`config.mk`:
```
export PLATFORM = sky130hd
export DESIGN_NAME = slowram_shadow_ctrl
export DESIGN_NICKNAME = d
export VERILOG_FILES = /design/src/rtl/slowram_shadow_ctrl.sv
export SDC_FILE = /design/constraint.sdc
export NUM_CORES = 1
export LEC_CHECK = 0
export CAP_MARGIN = 20
export CORE_MARGIN = 5
export CORE_UTILIZATION = 50
export DETAILED_ROUTE_END_ITERATION = 6
export PLACE_DENSITY_LB_ADDON = 0.25
export SETUP_SLACK_MARGIN = 0.15
export SYNTH_ARGS = -nofsm -noshare
export SYNTH_HDL_FRONTEND = slang
export SYNTH_SLANG_ARGS = --single-unit
```
`constraint.sdc`:
```
create_clock -name clk_sys -period 3.6 [get_ports clk_sys]
set_input_delay 0.36 -clock clk_sys [delete_from_list [all_inputs] [get_ports clk_sys]]
set_output_delay 0.36 -clock clk_sys [all_outputs]
set_load 0.03 [all_outputs]
```
`src/rtl/slowram_shadow_ctrl.sv`:
```
// Slow RAM (banks E0/E1) sequencer: mirrors shadowed bank 00/01 writes through a
// small FIFO and serves direct E0/E1 accesses in fixed slots, stalling the CPU as needed.
module slowram_shadow_ctrl #(
    parameter int SLOT_DIV   = 14,
    parameter int FIFO_DEPTH = 4
) (
    input  logic        clk_sys,
    input  logic        reset,
    input  logic        cpu_strobe,
    input  logic [7:0]  bank,
    input  logic [15:0] addr,
    input  logic [7:0]  dout,
    input  logic        we,
    input  logic        io,
    input  logic [7:0]  shadow,
    output logic        cpu_wait,
    output logic [16:0] slow_addr,
    output logic [7:0]  slow_din,
    output logic        slow_we,
    output logic        slow_ce,
    input  logic [7:0]  slow_dout,
    output logic [7:0]  rd_data,
    output logic        rd_valid,
    output logic [4:0]  fifo_level
);
    localparam int PW = (FIFO_DEPTH > 1) ? $clog2(FIFO_DEPTH) : 1;
    localparam int CW = (SLOT_DIV > 1) ? $clog2(SLOT_DIV) : 1;

    typedef enum logic [1:0] {IDLE, DWAIT, DACC, FULLWAIT} state_t;

    state_t        state, state_next;
    logic [CW-1:0] slot_cnt;
    logic [PW-1:0] wr_ptr, rd_ptr;
    logic [24:0]   fifo_mem [FIFO_DEPTH];
    logic          pending_valid;
    logic [24:0]   pending_data;
    logic [16:0]   req_addr;
    logic [7:0]    req_din;
    logic          req_we;
    logic [1:0]    acc_step;

    logic win_std, win_hi, is_direct, is_shadow;
    logic slot, fifo_full, pop, push_en;
    logic latch_req, push_strobe, push_pending, load_pending, issue_direct, capture;
    logic [24:0] push_data;
    logic unused_shadow_bits;

    assign unused_shadow_bits = ^shadow[7:6];

    // Address windows that mirror into slow RAM while their shadow bit is clear
    assign win_std = ((addr[15:10] == 6'b000001) && !shadow[0])
                   || ((addr[15:10] == 6'b000010) && !shadow[5])
                   || ((addr[15:13] == 3'b001) && !shadow[1])
                   || ((addr[15:13] == 3'b010) && !shadow[2]);
    assign win_hi  = (addr >= 16'h2000) && (addr <= 16'h9FFF) && !shadow[3];

    assign is_direct = cpu_strobe && !io && ((bank == 8'hE0) || (bank == 8'hE1));
    assign is_shadow = cpu_strobe && !io && we
                     && (((bank == 8'h00) && win_std)
                      || ((bank == 8'h01) && ((win_std && !shadow[4]) || win_hi)));

    assign slot      = (slot_cnt == '0);
    assign fifo_full = (fifo_level == 5'(FIFO_DEPTH));
    assign pop       = slot && (fifo_level != 5'd0);
    assign push_en   = push_strobe || push_pending;
    assign push_data = push_pending ? pending_data : {bank[0], addr, dout};

    always_comb begin
        state_next   = state;
        latch_req    = 1'b0;
        push_strobe  = 1'b0;
        push_pending = 1'b0;
        load_pending = 1'b0;
        issue_direct = 1'b0;
        capture      = 1'b0;
        case (state)
            IDLE: begin
                if (is_direct) begin
                    latch_req  = 1'b1;
                    state_next = DWAIT;
                end else if (is_shadow) begin
                    if (!fifo_full || pop) begin
                        push_strobe = 1'b1;
                    end else begin
                        load_pending = 1'b1;
                        state_next   = FULLWAIT;
                    end
                end
            end
            DWAIT: begin
                if (slot && (fifo_level == 5'd0) && !pending_valid) begin
                    issue_direct = 1'b1;
                    state_next   = DACC;
                end
            end
            // Step 0: slow_ce cycle; step 1: read data valid; step 2: rd_valid cycle
            DACC: begin
                case (acc_step)
                    2'd0:    if (req_we) state_next = IDLE;
                    2'd1:    capture = 1'b1;
                    default: state_next = IDLE;
                endcase
            end
            FULLWAIT: begin
                if (!fifo_full || pop) begin
                    push_pending = 1'b1;
                    state_next   = IDLE;
                end
            end
            default: state_next = IDLE;
        endcase
    end

    always_ff @(posedge clk_sys) begin
        if (push_en) fifo_mem[wr_ptr] <= push_data;
    end

    always_ff @(posedge clk_sys or posedge reset) begin
        if (reset) begin
            state         <= IDLE;
            cpu_wait      <= 1'b0;
            slot_cnt      <= '0;
            wr_ptr        <= '0;
            rd_ptr        <= '0;
            fifo_level    <= 5'd0;
            pending_valid <= 1'b0;
            pending_data  <= '0;
            req_addr      <= '0;
            req_din       <= '0;
            req_we        <= 1'b0;
            acc_step      <= 2'd0;
            slow_addr     <= '0;
            slow_din      <= '0;
            slow_we       <= 1'b0;
            slow_ce       <= 1'b0;
            rd_data       <= '0;
            rd_valid      <= 1'b0;
        end else begin
            state    <= state_next;
            cpu_wait <= (state_next != IDLE);
            slot_cnt <= (slot_cnt == CW'(SLOT_DIV - 1)) ? '0 : slot_cnt + CW'(1);
            acc_step <= (state == DACC) ? acc_step + 2'd1 : 2'd0;

            if (push_en) wr_ptr <= wr_ptr + PW'(1);
            if (pop)     rd_ptr <= rd_ptr + PW'(1);
            if (push_en && !pop)      fifo_level <= fifo_level + 5'd1;
            else if (pop && !push_en) fifo_level <= fifo_level - 5'd1;

            if (load_pending) begin
                pending_valid <= 1'b1;
                pending_data  <= {bank[0], addr, dout};
            end else if (push_pending) begin
                pending_valid <= 1'b0;
            end

            if (latch_req) begin
                req_addr <= {bank[0], addr};
                req_din  <= dout;
                req_we   <= we;
            end

            // Shadow writes own the slot; a direct access only gets a slot once the FIFO is dry
            slow_ce <= 1'b0;
            slow_we <= 1'b0;
            if (pop) begin
                slow_ce   <= 1'b1;
                slow_we   <= 1'b1;
                slow_addr <= fifo_mem[rd_ptr][24:8];
                slow_din  <= fifo_mem[rd_ptr][7:0];
            end else if (issue_direct) begin
                slow_ce   <= 1'b1;
                slow_we   <= req_we;
                slow_addr <= req_addr;
                slow_din  <= req_din;
            end

            rd_valid <= capture;
            if (capture) rd_data <= slow_dout;
        end
    end
endmodule

```
# [Word-level counts from Yosys, hierarchy flattened]
# Memories as Yosys holds them, arrays and structs flattened.
# Index checks and enable logic that the tools add are counted.
[classes] n_eq_ne=13 magnitude_cmp=2 n_addsub=6 n_mux=40 n_reduce_logical=47
[ops] operator="2-to-1 mux 17 bit" n=2
[ops] operator="2-to-1 mux 25 bit" n=1
[ops] operator="2-to-1 mux 1 bit" n=23
[ops] operator="logical AND 1 bit" n=18
[ops] operator="equality test 8 bit, second input constant" n=2
[ops] operator=">= comparator 16 x 14 -> 1 bit, second input constant" n=1
[ops] operator="less-or-equal comparator 16 bit, second input constant" n=1
[ops] operator="2-to-1 mux 8 bit" n=2
[ops] operator="2-to-1 mux 2 bit" n=7
[ops] operator="zero test 1 bit" n=11
[ops] operator="2-to-1 mux 5 bit" n=2
[ops] operator="equality test 8 x 1 -> 1 bit, second input constant" n=1
[ops] operator="zero test 8 bit" n=1
[ops] operator="logical OR 1 bit" n=8
[ops] operator="one-hot mux 2 bit (4 select lines)" n=1
[ops] operator="nonzero test 2 bit" n=4
[ops] operator="adder 2 x 1 -> 2 bit, second input constant" n=3
[ops] operator="equality test 6 x 1 -> 1 bit, second input constant" n=1
[ops] operator="equality test 6 x 2 -> 1 bit, second input constant" n=1
[ops] operator="adder 5 x 1 -> 5 bit, second input constant" n=1
[ops] operator="equality test 5 x 3 -> 1 bit, second input constant" n=1
[ops] operator="zero test 5 bit" n=1
[ops] operator="nonzero test 5 bit" n=1
[ops] operator="subtractor 5 x 1 -> 5 bit, second input constant" n=1
[ops] operator="other kinds (10)" n=13
[totals] ramBits=100 word_cells=127 out_inout_bits=42 mem_count=1 input_bits=53 reg_bits=106
[memory_table] name="fifo_mem" words=4 width=25 rd=1 rd_clocked_by_memory_dff=0 wr=1 line_no="34" rtl="logic [24:0] fifo_mem [FIFO_DEPTH];"

# [Logic depth before layout (Yosys ltp)]
# Gate-level depths: netlist of the first run.
[logic_depth] depth_word=18 depth_mapped=13 depth_no_buf=12

# [Worst setup path after synthesis of the first run]
# OpenSTA, ideal clock, no wires.
[synth_timing] path_kind="reg-to-reg" start="register fifo_level[1]" end="register fifo_level[4]" required_time_ns=3.464 stages_incl_launch_ff=14 setup_slack_ns=0.620 setup_time_ns=0.136 n_path_buf=2 arrival_time_ns=2.845 path_cell_list="dfrtp_1 nor4_1 nand2b_1 clkbuf_1 nand2_4 buf_6 ha_1 inv_1 fa_1 a21o_1 a21oi_1 xnor2_1 nor2_1 xor2_1"
[synth_via] elab_chain_len=11 word_cells_on_any_way=20 classes_between="add/sub: 2; eq/ne: 1; mux: 7; reduce/logical: 10"
[synth_rtl] element="start: declaration" line_no="24" rtl="output logic [4:0] fifo_level"
[synth_rtl] element="start signal: assignment" line_no="146" rtl="if (push_en && !pop) fifo_level <= fifo_level + 5'd1;"
[synth_rtl] element="start signal: assignment" line_no="147" rtl="else if (pop && !push_en) fifo_level <= fifo_level - 5'd1;"
[synth_rtl] element="equality test 5 x 3 -> 1 bit or nonzero test 5 bit (tied branches)" line_no="63, 64"
[synth_rtl] element="zero test 1 bit or logical AND 1 bit (tied branches)" line_no="82, 105, 64"
[synth_rtl] element="logical OR 1 bit" line_no="82, 105"
[synth_rtl] element="2-to-1 mux 1 bit" line_no="82, 105"
[synth_rtl] element="2-to-1 mux 1 bit" line_no="81" rtl="end else if (is_shadow) begin"
[synth_rtl] element="2-to-1 mux 1 bit" line_no="78" rtl="if (is_direct) begin"
[synth_rtl] element="2-to-1 mux 1 bit" line_no="76" rtl="case (state)"
[synth_rtl] element="logical OR 1 bit" line_no="65" rtl="assign push_en = push_strobe || push_pending;"
[synth_rtl] element="zero test 1 bit" line_no="147"
[synth_rtl] element="logical AND 1 bit" line_no="147"
[synth_rtl] element="nonzero test 2 bit (no source line)"
# Several ways; a longest one is shown, not always the timed one. The select of a mux whose other input is x is not followed.
# A chain may end at the register's enable or synchronous reset.

# [Worst setup path in the final report of the first run]
[layout_timing] start="register slot_cnt[0]" end="register fifo_level[4]"
[layout_via] elab_chain_len=11 word_cells_on_any_way=15 classes_between="mux: 6; reduce/logical: 9"
[layout_rtl] element="start: declaration" line_no="32" rtl="logic [CW-1:0] slot_cnt;"
[layout_rtl] element="start signal: assignment" line_no="141" rtl="slot_cnt <= (slot_cnt == CW'(SLOT_DIV - 1)) ? '0 : slot_cnt + CW'(1);"
[layout_rtl] element="zero test 4 bit *" line_no="62" rtl="assign slot = (slot_cnt == '0);"
[layout_rtl] element="logical AND 1 bit *" line_no="64" rtl="assign pop = slot && (fifo_level != 5'd0);"
[layout_rtl] element="logical OR 1 bit *" line_no="82, 105"
[layout_rtl] element="2-to-1 mux 1 bit *" line_no="82, 105"
[layout_rtl] element="2-to-1 mux 1 bit" line_no="81"
[layout_rtl] element="2-to-1 mux 1 bit" line_no="78"
[layout_rtl] element="2-to-1 mux 1 bit" line_no="76"
[layout_rtl] element="logical OR 1 bit *" line_no="65"
[layout_rtl] element="via push_en" line_no="43" rtl="logic slot, fifo_full, pop, push_en;"
[layout_rtl] element="zero test 1 bit" line_no="147"
[layout_rtl] element="logical AND 1 bit" line_no="147"
[layout_rtl] element="nonzero test 2 bit (no source line)"
# Mark *: on every way through the listed nets, which the timed path passes. The rest lies on a longest branch.

==> results.yml, run 1 <==
route:
  first_pass_iters: 6
  viasPerCell: 5.459
  totalWireLength_mm: 16.89
  drc: 0
  post_drt_wl_per_cell_um: 19.46
  drt_iter0_drc: 226
  vias: 4738
  drtAntennaViolNets: 0
worst_setup_path:
  critPathBufInv: 1
  critical-path-top-delay-family: "simple AND/OR/NAND/NOR gates"
  critPathLaunchType: "register"
  crit_fanout: 8
  cpPeakStageDelay_ps: 570
  worstPathArrival_ps: 3390
  worstSetupPathType: "reg2reg"
  worstPathRequired_ps: 3970
  cp_cell_sequence: "or4_4 -> nand3_1 -> o21a_1 -> o31a_2 -> ha_1 -> inv_1 -> fa_1 -> a21o_1 -> a21oi_1 -> xnor2_1 -> nor2_1 -> xor2_1"
  critPathSlowestCell: "or4_4"
  crit_path_end_kind: "register"
yosys:
  yosysWarningCount: 0
  synth_top_area_share_pct: 35.09
  syn_nets: 583
  netlist_area_um2: 8558
  synth.distinct_cells: 48
  synth.area.top_cells: "edfxtp_1, dfrtp_1, mux2_2"
  ys_top_cells_by_count: "dfrtp_1, edfxtp_1, mux2_2, nand2_1, o21ai_0"
  synth_flop_cell: "dfrtp_1"
  synth_cells: 519
  synth_async_sr_flop_share_pct: 51.46
  ys_seq_elements: 206
  synth.yosys.seq_area_share_pct: 66.08
  synth_edf_count: 100
  synth_area_leader_cell: "edfxtp_1"
  syn-mean-instance-area_um2: 16.49
  yosysMostFrequentCell: "dfrtp_1"
cts:
  post-cts-setup-buffers: 0
  cts_resized: 0
  cts.hold.buffers_added: 0
  htreeDepth: 1
  clockBufferDepth: 3
  clock_latency_ps: 490
  clock_sinks: 206
  tritoncts: "done"
  clk_pin_slew_ps: 60
  cts-root-buf: "clkbuf_16"
  numCtsBuffers: 22
sta:
  setup_viol: 0
  fin_tns_setup_ps: 0
  period_share_pct: 83.89
  slew_violations: 0
  fin_skew_ps: 11.12
  max_freq_mhz: 331.1
  min_period_ps: 3020
  setup_ws_ps: 580.1
  worstMarginPinSlew_ps: 957.6
  rsz0062_at_grt: "false"
  hold_viol: 0
  max_slew_margin_pct: 36.16
global_routing:
  overflow: 0
  grt_pass1_wl_mm: 27.66
  antenna_found_initial: 0
  grt_max_degree: 60
  grt_pass1_vias: 5203
  grt.total_usage_pct: 17.57
pwr:
  power.total_mw: 4.977
  p_switching_mw: 0.9611
  power_density_nw_per_um2: 472.8
  switching_share_pct: 19.31
  vdd_ir_drop_max_mv: 0.3355
  p_seq_share_pct: 50.4
  internal-power_mw: 4.016
  combPwrFrac_pct: 3.9
  p_leak_nw: 4.380
  clkPwrFrac_pct: 45.7
final_layout:
  area_growth_pct: 23.00
  n_antenna_cell: 0
  drive_gt1_share_pct: 26.39
  num-nets-final: 696
  final.fill_count: 1233
die:
  die_h_um: 140.8
  core-area_um2: 16700
  num_rows: 47
  die-area_um2: 19830
  start_util_pct: 51.24
  die_w_um: 140.8
  pin_count: 95
hold_path:
  hp-class: "in2async"
placement:
  place_ws_ps: 103.6
  gp_congestion: 0.7999
  dp_hpwl_mm: 10.65
  portBuffers: 92
job:
  maxCapViolCount: 0
run_status:
  status: "complete, no violations"
==> path summary, 6_finish.rpt <==
kind	depth (start not counted)	slack, ps	from	end
setup / recovery	12	580	slot_cnt[0]	fifo_level[4]
hold / removal	2	370	reset	pending_data[0]
setup reg to reg	12	580	slot_cnt[0]	fifo_level[4]
hold reg to reg	2	480	slow_addr[0]	slow_addr[0]
max in group asynchronous	3	2300	reset	pending_data[13]
min in group clk_sys	2	480	slow_addr[0]	slow_addr[0]
==> state kept, by name (all words and copies together) (netlist names), 4 cells and up <==
signal / count
slow_addr: 17
rd_data: 8
fifo_level: 5
slot_cnt: 4
req_addr: 17
slow_din: 8
pending_data: 25
req_din: 8
fifo_mem: 100
==> layout make-up <==
cell class	instances	area [µm²]	share of cell area [%]
multi-input combinational	281	2745	26.08
clock inverter	10	123.9	1.177
clock buffer	30	621.8	5.908
timing repair buffer	111	1064	10.10
tap	220	275.3	2.615
inverter	10	40.04	0.3804
sequential	206	5657	53.74
==> cell families after synthesis <==
group / share of synthesized area (%)
buffers and inverters: 2.032
AOI/OAI and AO/OA: 3.319
xor gates and xnor gates: 0.8187
DFF: 66.08
and+or+nand+nor: 4.854
adders and majority gates: 1.696
muxes: 21.20
==> power groups by stage <==
stage	logic, mW	clock network (mW)	registers (mW)
2_1_floorplan	0.0763	0	2.56
3_3_place_gp	0.191	0	2.55
3_5_place_dp	0.199	0	2.55
4_1_cts	0.200	2.33	2.51
5_1_grt	0.216	2.44	2.51
6_report	0.196	2.27	2.51
==> placed cells by master, fill, tap and decap left out, types with 3 or more instances in the layout <==
cell type and count:
dfrtp_1 105, edfxtp_1 100, clkdlybuf4s50_1 92, mux2_2 79
nand2_1 37, o21ai_0 34, mux2i_1 26, mux4_2 25
clkbuf_16 23, buf_4 19, ha_1 10, inv_1 9
and2_1 7, mux2_4 6, xnor2_1 6, nor2_1 5
clkbuf_1 5, nand2b_1 4, a21oi_1 4, clkinv_1 4
nor3_1 3, nor3b_1 3, bufinv_16 3
==> metal layers <==
layer	up-vias	global-route usage, %	routed length (µm)
li1	2174	-	-
met1	2446	22.62	7069
met2	91	31.10	8746
met3	27	2.946	720
met4	0	4.589	351
met5	-	0	0
==> stage by stage <==
step / cells / utilization (%) / instance area, µm² / hold WS, ps
detailed placement: 828 / 58.56 / 9781 / 476.5
CTS: 868 / 63.03 / 10530 / 401.2
global route: 868 / 63.03 / 10530 / 421.8
finish: 868 / 63.03 / 10530 / 365.2
floorplan: 519 / - / 8558 / 460.9
global placement: 828 / 58.56 / 9781 / 461.9
Note: power is estimated with default switching activity, not from simulation.
==> inputs of run 2 (changes only) <==
- clock period: 3.6 -> 2.9 ns (I/O delays scaled with it)
==> run 2 against run 1 <==
Against the previous run:
- worst hold slack lost 150 ps
- die area is the same
- worst setup slack lost 360 ps
- power grew 26%
- design area grew 3.3%
==> results.yml, run 2 (synthesized netlist as in run 1, its figures left out) <==
die:
  num_rows: 47
  die_w_um: 140.8
  die-area_um2: 19830
  pin_count: 95
  core-area_um2: 16700
  start_util_pct: 51.24
  die_h_um: 140.8
pwr:
  vdd_ir_drop_max_mv: 0.3841
  p_switching_mw: 1.229
  switching_share_pct: 19.57
  p_seq_share_pct: 49.6
  power.total_mw: 6.281
  combPwrFrac_pct: 4.2
  clkPwrFrac_pct: 46.3
  power_density_nw_per_um2: 577.4
  internal-power_mw: 5.052
  p_leak_nw: 4.527
sta:
  max_slew_margin_pct: 62.05
  worstMarginPinSlew_ps: 569.3
  min_period_ps: 2683
  fin_skew_ps: 9.190
  setup_viol: 0
  rsz0062_at_grt: "true"
  max_freq_mhz: 372.8
  hold_viol: 0
  period_share_pct: 92.51
  slew_violations: 0
cts:
  numCtsBuffers: 23
  clock_sinks: 206
  clockBufferDepth: 3
  htreeDepth: 1
  cts-root-buf: "clkbuf_16"
  clock_latency_ps: 500
  clk_pin_slew_ps: 60
  tritoncts: "done"
route:
  drtAntennaViolNets: 0
  vias: 4864
  post_drt_wl_per_cell_um: 19.60
  viasPerCell: 5.453
  first_pass_iters: 4
  drt_iter0_drc: 212
  totalWireLength_mm: 17.49
  drc: 0
final_layout:
  finalInstanceArea_um2: 10880
  drive_gt1_share_pct: 31.10
  layout_common_cells: "dfrtp_1, edfxtp_1, clkdlybuf4s50_1"
  final_common_cell: "dfrtp_1"
  area_growth_pct: 27.10
  largest_reg_flops: 100
  final_cell_count_no_fill: 892
  n_antenna_cell: 0
  regMostFlops: "fifo_mem"
  reg_top3: "fifo_mem: 100 flops, pending_data: 25 flops"
  final.fill_count: 1187
  num-nets-final: 720
placement:
  placed_cell_area_um2: 10020
  dp_cells: 844
  portBuffers: 92
  gp_congestion: 0.7487
  dp_hpwl_mm: 11.11
worst_setup_path:
  worstSetupPathType: "reg2reg"
  critPathLaunchType: "register"
  crit_path_end_kind: "register"
  worstPathRequired_ps: 3280
  crit_fanout: 4
  worstPathArrival_ps: 3070
hold_path:
  hp-class: "in2reg"
global_routing:
  grt_max_degree: 65
  antenna_found_initial: 0
  grt_pass1_vias: 5429
  grt.total_usage_pct: 18.30
  grt_pass1_wl_mm: 28.80
  overflow: 0
job:
  maxCapViolCount: 0
run_status:
  status: "complete, no violations"
==> run 2: power groups by stage <==
stage                     sequential (mW)  combinational (mW)  clock [mW]
after floorplan                      3.18              0.0953           0
after global placement               3.17               0.252           0
after detailed placement             3.17               0.262           0
after CTS                            3.11               0.265        2.97
after global routing                 3.12               0.287        3.09
final                                3.11               0.261        2.91
==> run 2: timing repair <==
action,CTS,global route
buffers inserted,1,6
hold buffers,0,0
gates resized for setup,3,6
endpoints found under the setup margin,2,2
pin swaps,1,4
==> run 2: layout make-up <==
| cell class | instances | area [µm²] | area share (%) |
|---|---|---|---|
| inverters | 10 | 43.79 | 0.4026 |
| clock inverters | 10 | 123.9 | 1.139 |
| flip-flops and latches | 206 | 5662 | 52.05 |
| repair buffers | 134 | 1326 | 12.19 |
| clock buffers | 31 | 645.6 | 5.935 |
| multi-input cells | 281 | 2801 | 25.75 |
| well taps | 220 | 275.3 | 2.530 |
==> run 2: routing by layer <==
layer / GRT usage [%] / share of wire (%) / wire length (µm) / vias to the layer above
li1: - / - / - / 2206
met1: 23.43 / 40 / 6974 / 2496
met2: 32.48 / 53 / 9273 / 122
met3: 2.912 / 4.6 / 813 / 40
met4: 5.150 / 2.4 / 425 / 0
met5: 0 / 0 / 0 / -
==> run 2: worst paths after layout <==
kind / start / endpoint / slack (ps) / cells past startpoint
setup / recovery: slot_cnt[2] / fifo_level[3] / 220 / 12
max in group asynchronous: reset / slow_addr[5] / 2160 / 3
min in group asynchronous: reset / rd_valid / 260 / 3
hold / removal: addr[10] / req_addr[10] / 220 / 2
setup reg to reg: slot_cnt[2] / fifo_level[3] / 220 / 12
hold reg to reg: slow_addr[5] / slow_addr[5] / 470 / 2
==> run 2: per-stage QoR <==
stage / TNS (ps) / utilization, % / hold slack [ps] / setup WS [ps]
after floorplan: 0 / - / 438.5 / 151.8
after global placement: -504.7 / 60.02 / 461.0 / -270.7
after detailed placement: -983.0 / 60.02 / 469.1 / -418.6
after CTS: 0 / 64.73 / 265.1 / 156.0
after global routing: 0 / 65.13 / 236.7 / 96.43
final: 0 / 65.13 / 218.7 / 217.3
==> run 2: worst max-delay path: stages, from the launching register on <==
cell and delay (ps):
dfrtp_2 410, or4_4 580, nand3_4 100, o21a_1 130, o31a_2 170, ha_4 150
inv_4 40, buf_4 120, ha_1 260, a21o_1 190, a21oi_2 180, xor2_1 170
o21ai_1 70
